File: src/rtl/std_flow_buffer.sv
// Depth-entry circular stream buffer with registered output, occupancy/almost-full reporting,
// selectable ready timing and a synchronous flush.
module std_flow_buffer #(
    parameter type         T               = logic,
    parameter int unsigned Depth           = 4,
    parameter bit          ReadyMode       = 1'b0,
    parameter int unsigned AlmostFullLevel = (Depth > 1) ? Depth - 1 : 1,
    localparam int unsigned Cw             = $clog2(Depth + 1),
    localparam int unsigned Pw             = (Depth > 1) ? $clog2(Depth) : 1
) (
    input  logic          clk_i,
    input  logic          rst_ni,
    input  logic          flush_i,
    input  logic          stream_in_valid_i,
    output logic          stream_in_ready_o,
    input  T              stream_in_payload_i,
    output logic          stream_out_valid_o,
    input  logic          stream_out_ready_i,
    output T              stream_out_payload_o,
    output logic [Cw-1:0] occupancy_o,
    output logic          almost_full_o
);

    if (Depth < 1) begin : gen_depth_check
        $error("std_flow_buffer: Depth must be >= 1");
    end
    if (AlmostFullLevel < 1 || AlmostFullLevel > Depth) begin : gen_af_check
        $error("std_flow_buffer: AlmostFullLevel must be in 1..Depth");
    end

    localparam logic [Cw-1:0] DepthC  = Cw'(Depth);
    localparam logic [Cw-1:0] AfLevel = Cw'(AlmostFullLevel);
    localparam logic [Pw-1:0] PtrMax  = Pw'(Depth - 1);

    T              mem_q [Depth];
    logic [Pw-1:0] wr_ptr_q, wr_ptr_d;
    logic [Pw-1:0] rd_ptr_q, rd_ptr_d;
    logic [Cw-1:0] count_q, count_d;
    logic          full;
    logic          push;
    logic          pop;

    function automatic logic [Pw-1:0] ptr_inc(input logic [Pw-1:0] p);
        return (p == PtrMax) ? '0 : p + Pw'(1);
    endfunction

    assign full = (count_q == DepthC);

    // Mode 1 lets a full buffer accept when the sink frees a slot in the same cycle.
    assign stream_in_ready_o    = rst_ni && (!full || (ReadyMode && stream_out_ready_i));
    assign stream_out_valid_o   = (count_q != '0);
    assign stream_out_payload_o = mem_q[rd_ptr_q];
    assign occupancy_o          = count_q;
    assign almost_full_o        = (count_q >= AfLevel);

    assign push = stream_in_valid_i && stream_in_ready_o;
    assign pop  = stream_out_valid_o && stream_out_ready_i;

    always_comb begin
        wr_ptr_d = wr_ptr_q;
        rd_ptr_d = rd_ptr_q;
        count_d  = count_q;
        if (push) begin
            wr_ptr_d = ptr_inc(wr_ptr_q);
        end
        if (pop) begin
            rd_ptr_d = ptr_inc(rd_ptr_q);
        end
        case ({push, pop})
            2'b10:   count_d = count_q + Cw'(1);
            2'b01:   count_d = count_q - Cw'(1);
            default: count_d = count_q;
        endcase
        if (flush_i) begin
            wr_ptr_d = '0;
            rd_ptr_d = '0;
            count_d  = '0;
        end
    end

    always_ff @(posedge clk_i) begin
        if (!rst_ni) begin
            wr_ptr_q <= '0;
            rd_ptr_q <= '0;
            count_q  <= '0;
        end else begin
            wr_ptr_q <= wr_ptr_d;
            rd_ptr_q <= rd_ptr_d;
            count_q  <= count_d;
        end
    end

    // Storage is not reset; a full push+pop writes the slot whose old value is being read out.
    always_ff @(posedge clk_i) begin
        if (push && !flush_i) begin
            mem_q[wr_ptr_q] <= stream_in_payload_i;
        end
    end

endmodule

File: config.mk
export PLATFORM = sky130hd
export DESIGN_NAME = std_flow_buffer
export DESIGN_NICKNAME = d
export VERILOG_FILES = /design/src/rtl/std_flow_buffer.sv
export SDC_FILE = /design/constraint.sdc
export NUM_CORES = 1
export LEC_CHECK = 0
export CAP_MARGIN = 0
export CORE_ASPECT_RATIO = 1.1
export CORE_MARGIN = 10
export CORE_UTILIZATION = 30
export DETAILED_ROUTE_END_ITERATION = 7
export PLACE_DENSITY = 0.49
export SYNTH_ARGS = -nofsm -noshare
export SYNTH_HDL_FRONTEND = slang
export SYNTH_SLANG_ARGS = --single-unit
File: constraint.sdc
create_clock -name clk_i -period 3.1 [get_ports clk_i]
set_input_delay 0.62 -clock clk_i [delete_from_list [all_inputs] [get_ports clk_i]]
set_output_delay 0.62 -clock clk_i [all_outputs]
set_load 0.02 [all_outputs]
======== Yosys cells after proc, flatten, opt, wreduce, memory -nomap -nowiden ========
Memory sizes are Yosys's and may differ from the RTL's. A register that Yosys moved wholly into a read port is not among the register bits.
Index checks and enable logic that the tools add are counted.
storage, ports and cells
  register bits ........................... 7
  memory bits (writable) .................. 4
  input bits .............................. 6
  output and inout bits ................... 7
  logic and storage cells ................. 31
  memories kept ........................... 1
operators by class
  $add $sub $neg .......................... 4
  magnitude comparators ................... 1
  equality and inequality tests ........... 5
  muxes and demuxes ....................... 7
  bitwise operators ....................... 1
  reduce and logical (&&, ||, !) cells .... 9
memories
  memory  depth  bits a word  read ports  clocked after memory_dff  wr ports  RTL line  RTL
  mem_q   4      1            1           1                         1         35        T mem_q [Depth];
operator list
  cell                                                 count
  two-way mux 2 bit                                    4
  equality test 2 bit, second input constant           3
  one-hot mux 3 bit (2 select lines)                   1
  adder 2 x 1 -> 2 bit, second input constant          2
  logical AND 1 bit                                    4
  adder 3 x 1 -> 3 bit, second input constant          1
  equality test 3 bit, second input constant           1
  >= comparator 3 x 2 -> 1 bit, second input constant  1
  nonzero test 3 bit                                   1
  subtractor 3 x 1 -> 3 bit, second input constant     1
  equality test 2 x 1 -> 1 bit, second input constant  1
  zero test 1 bit                                      2
  two-way mux 1 bit                                    2
  nonzero test 2 bit                                   1
  OR reduction 2 bit                                   1
  NOT 1 bit                                            1

======== Logic depth before layout (Yosys ltp) ========
  word-level depth ........................ 7
  gate-level depth with buffers ........... 8
  mapped depth without buffers ............ 8

======== Worst setup path after synthesis ========
No wires, ideal clock.
  path kind ............................... register -> register
  start point ............................. register count_q[2] (netlist: occupancy_o[2])
  end point ............................... register count_q[2] (netlist: occupancy_o[2])
  setup time .............................. 0.070 ns
  data arrival time ....................... 2.150 ns
  required time ........................... 3.030 ns
  slack ................................... 0.880 ns
  stages on the path, launching flop included .. 9
  path buffers ............................ 0
  period minus slack after synthesis ...... 2.220 ns
  cell sequence ........................... dfxtp_1 > or3b_1 > nand3_1 > ha_1 > inv_1 > fa_1 > xor2_1 > or3_1 > a21oi_1
between the ends
  cells in the longest elaborated chain, start to end .. 6
  elaborated cells on any way between the ends .. 12
  classes of those cells .................. 2 x add/sub; 3 x eq/ne; 1 x mux; 6 x reduce/logical
RTL lines
  what                                                                             RTL line  RTL
  start: declaration                                                               38        logic [Cw-1:0] count_q, count_d;
  start signal: assignment                                                         89        count_q <= count_d;
  equality test 3 bit                                                              47        assign full = (count_q == DepthC);
  zero test 1 bit                                                                  50        assign stream_in_ready_o = rst_ni && (!full || (ReadyMode && stream_out_ready_i));
  logical AND 1 bit                                                                50
  logical AND 1 bit                                                                56        assign push = stream_in_valid_i && stream_in_ready_o;
  equality test 2 x 1 -> 1 bit / equality test 2 bit (equally long branches)       69        case ({push, pop})
  one-hot mux 3 bit (2 select lines) / nonzero test 2 bit (equally long branches)  n/a
Parallel ways exist; a longest one is shown, timed or not.
A chain may end at the register's enable or synchronous reset.

======== Worst setup path after layout ========
  start point ............................. input rst_ni
  end point ............................... output stream_in_ready_o
between the ends
  cells in the longest elaborated chain, start to end .. 1
RTL lines
  what                RTL line  RTL
  start: declaration  12        input logic rst_ni,
  logical AND 1 bit   50
  end: declaration    15        output logic stream_in_ready_o,
Every way passes these cells.

==> impl_metrics.toml <==
[status]
status = "finished, final reports clean"

[drt]
drt-pass1-iter-count = 5
via_per_inst = 4.60
wl_per_cell_um = 12.3
drc = 0
routed_wl_um = 1320
vias = 492
drtIter0Drc = 6
postRouteAntennaNets = 0

[sta]
worstMarginPinSlew_ps = 539
finalCritPeriodShare_pct = 82.6
setup_violations = 0
relSlewSlack_pct = 63.7
rsz0062_at_grt = "false"
clock-skew-final_ps = 7.45
setup_ws_ps = 540
whs_ps = 520
min_period_ps = 2560
fmax_ghz = 0.391
drv_slew = 0
setup-tns-final_ps = 0
hold_violations = 0

[min_path]
min_path_type = "reg -> reg"

[critical_path]
r2r_slack_ps = 810
path_max_fanout = 6
critPathLaunchType = "input port"
rr_startpoint = "occupancy_o[2]"
crit_path_start = "rst_ni"
cp-end-kind = "primary output"
crit_end = "stream_in_ready_o"
cp.required_ps = 2480
r2r-end = "occupancy_o[2]"
arrival_ps = 1940
r2r_cells = 8
critPathKind = "in -> out"

[power_and_ir_drop]
power_w = 0.000322
peakVddDrop_mv = 0.201
leakagePower_nw = 0.319
powerDensity_mw_per_mm2 = 387

[cts]
clkSinkCount = 13
numCtsBuffers = 3
cts_buffer_depth = 2
ctsHoldBuffers = 0
postCtsSetupRepairBufs = 0
clkSlewWorstSetupHoldPaths_ps = 90
cts_tree = "yes"
cts_max_level = 1
clkLatencyLatePin_ps = 280
clockRootBuffer = "clkbuf_4"
cts_resized = 0

[layout]
fillCellCount = 225
mostFrequentLayoutCell = "clkdlybuf4s50_1"
final_util_pct = 40.7
drive_gt1_share_pct = 6.33
finalNetCount = 93
syn_to_final_growth_pct = 28.1
antenna_cells = 0
layout.cells.most_common_list = "clkdlybuf4s50_1, dfxtp_1, inv_1, ha_1"

[die]
floorplan.initialDensity_pct = 31.8
die_area_mm2 = 0.00443
ioPinCount = 13
dieWidth_um = 64.4
core_mm2 = 0.00204
fp-row-count = 17
dieHeight_um = 68.8

[global_routing]
antenna_found_initial = 0
grt_pass1_wl_um = 2200
grt_use_total_pct = 6.66
grt_pass1_vias = 484
grt_max_degree = 9
overflow = 0

[yosys]
ys_types = 23
synth_nets = 76
yosysSeqAreaShare_pct = 46.2
yosysTopAreaCell = "dfxtp_1"
yosys_warnings = 0
yosys-top-cells-area = "dfxtp_1, edfxtp_1, ha_1, and2_1, a21oi_1"
netlist_instances = 63
synth_area_um2 = 649
syn_avg_cell_area_um2 = 10.3
synth_top_area_share_pct = 27.7
synth-seq-cells = 13

[place]
dp_hpwl_um = 990
place_congestion = 0.679
port_buffers = 12
post-place-ws_ps = 506

[flow_run]
maxCapViolCount = 0
## synth_stat cells
master / count
mux4_2: 1
a21o_1: 1
ha_1: 6
nand3_1: 2
a21oi_1: 5
o31ai_1: 1
or4_1: 1
or3_1: 3
nor2_1: 3
o21ai_0: 4
xor2_1: 2
and3_1: 1
nand4_1: 1
edfxtp_1: 4
or3b_1: 1
nand2_1: 3
and2_1: 5
nor3b_1: 1
fa_1: 1
nand2b_1: 1
nor2b_1: 1
inv_1: 6
dfxtp_1: 9
## cells by family after synthesis
group | synth area share [%]
buf+inv | 3.47
compound gates | 9.25
xor+xnor | 2.70
mux | 3.47
simple gates | 20.2
fa+ha+maj | 14.6
flops | 46.2
## per-layer routing
metal	GRT usage (%)	share of wire, %
met3	4.35	8.3
met4	4.01	1.4
met5	0	0
met1	7.53	49
met2	9.24	41
## layout make-up
type	instances	area [µm²]	share of cell area [%]
inverter	6	22.5	2.71
clock inverter	1	5.00	0.602
clock buffer	3	22.5	2.71
sequential	13	300	36.1
tap	28	35.0	4.21
multi-input combinational	44	327	39.2
timing repair buffer	12	120	14.4
## worst min path at each step
stage | startpoint | end | slack (ps) | cells past startpoint
CTS | rd_ptr_q[0] | rd_ptr_q[0] | 510 | 2
detailed placement | rd_ptr_q[0] | flop | 500 | 2
global route | rd_ptr_q[0] | rd_ptr_q[0] | 560 | 2
floorplan | rd_ptr_q[0] | flop | 460 | 2
global placement | rd_ptr_q[0] | rd_ptr_q[0] | 490 | 2
finish | rd_ptr_q[0] | rd_ptr_q[0] | 520 | 2
## power breakdown
part | internal, W | switching, W | total (W)
sequential | 0.000177 | 0.00000303 | 0.000180
combinational | 0.0000179 | 0.0000171 | 0.0000351
clock | 0.0000478 | 0.0000586 | 0.000106
total | 0.000243 | 0.0000788 | 0.000322
## critical path: stages
cell and delay, ps:
clkdlybuf4s50_1 560, and2_1 160, clkdlybuf4s50_1 600
## per-stage QoR
stage	cell area (µm²)	cells
after global routing	832	107
after floorplan	649	63
after global placement	805	103
final	832	107
after CTS	832	107
after detailed placement	805	103
Note: power is estimated with default switching activity, not from simulation.
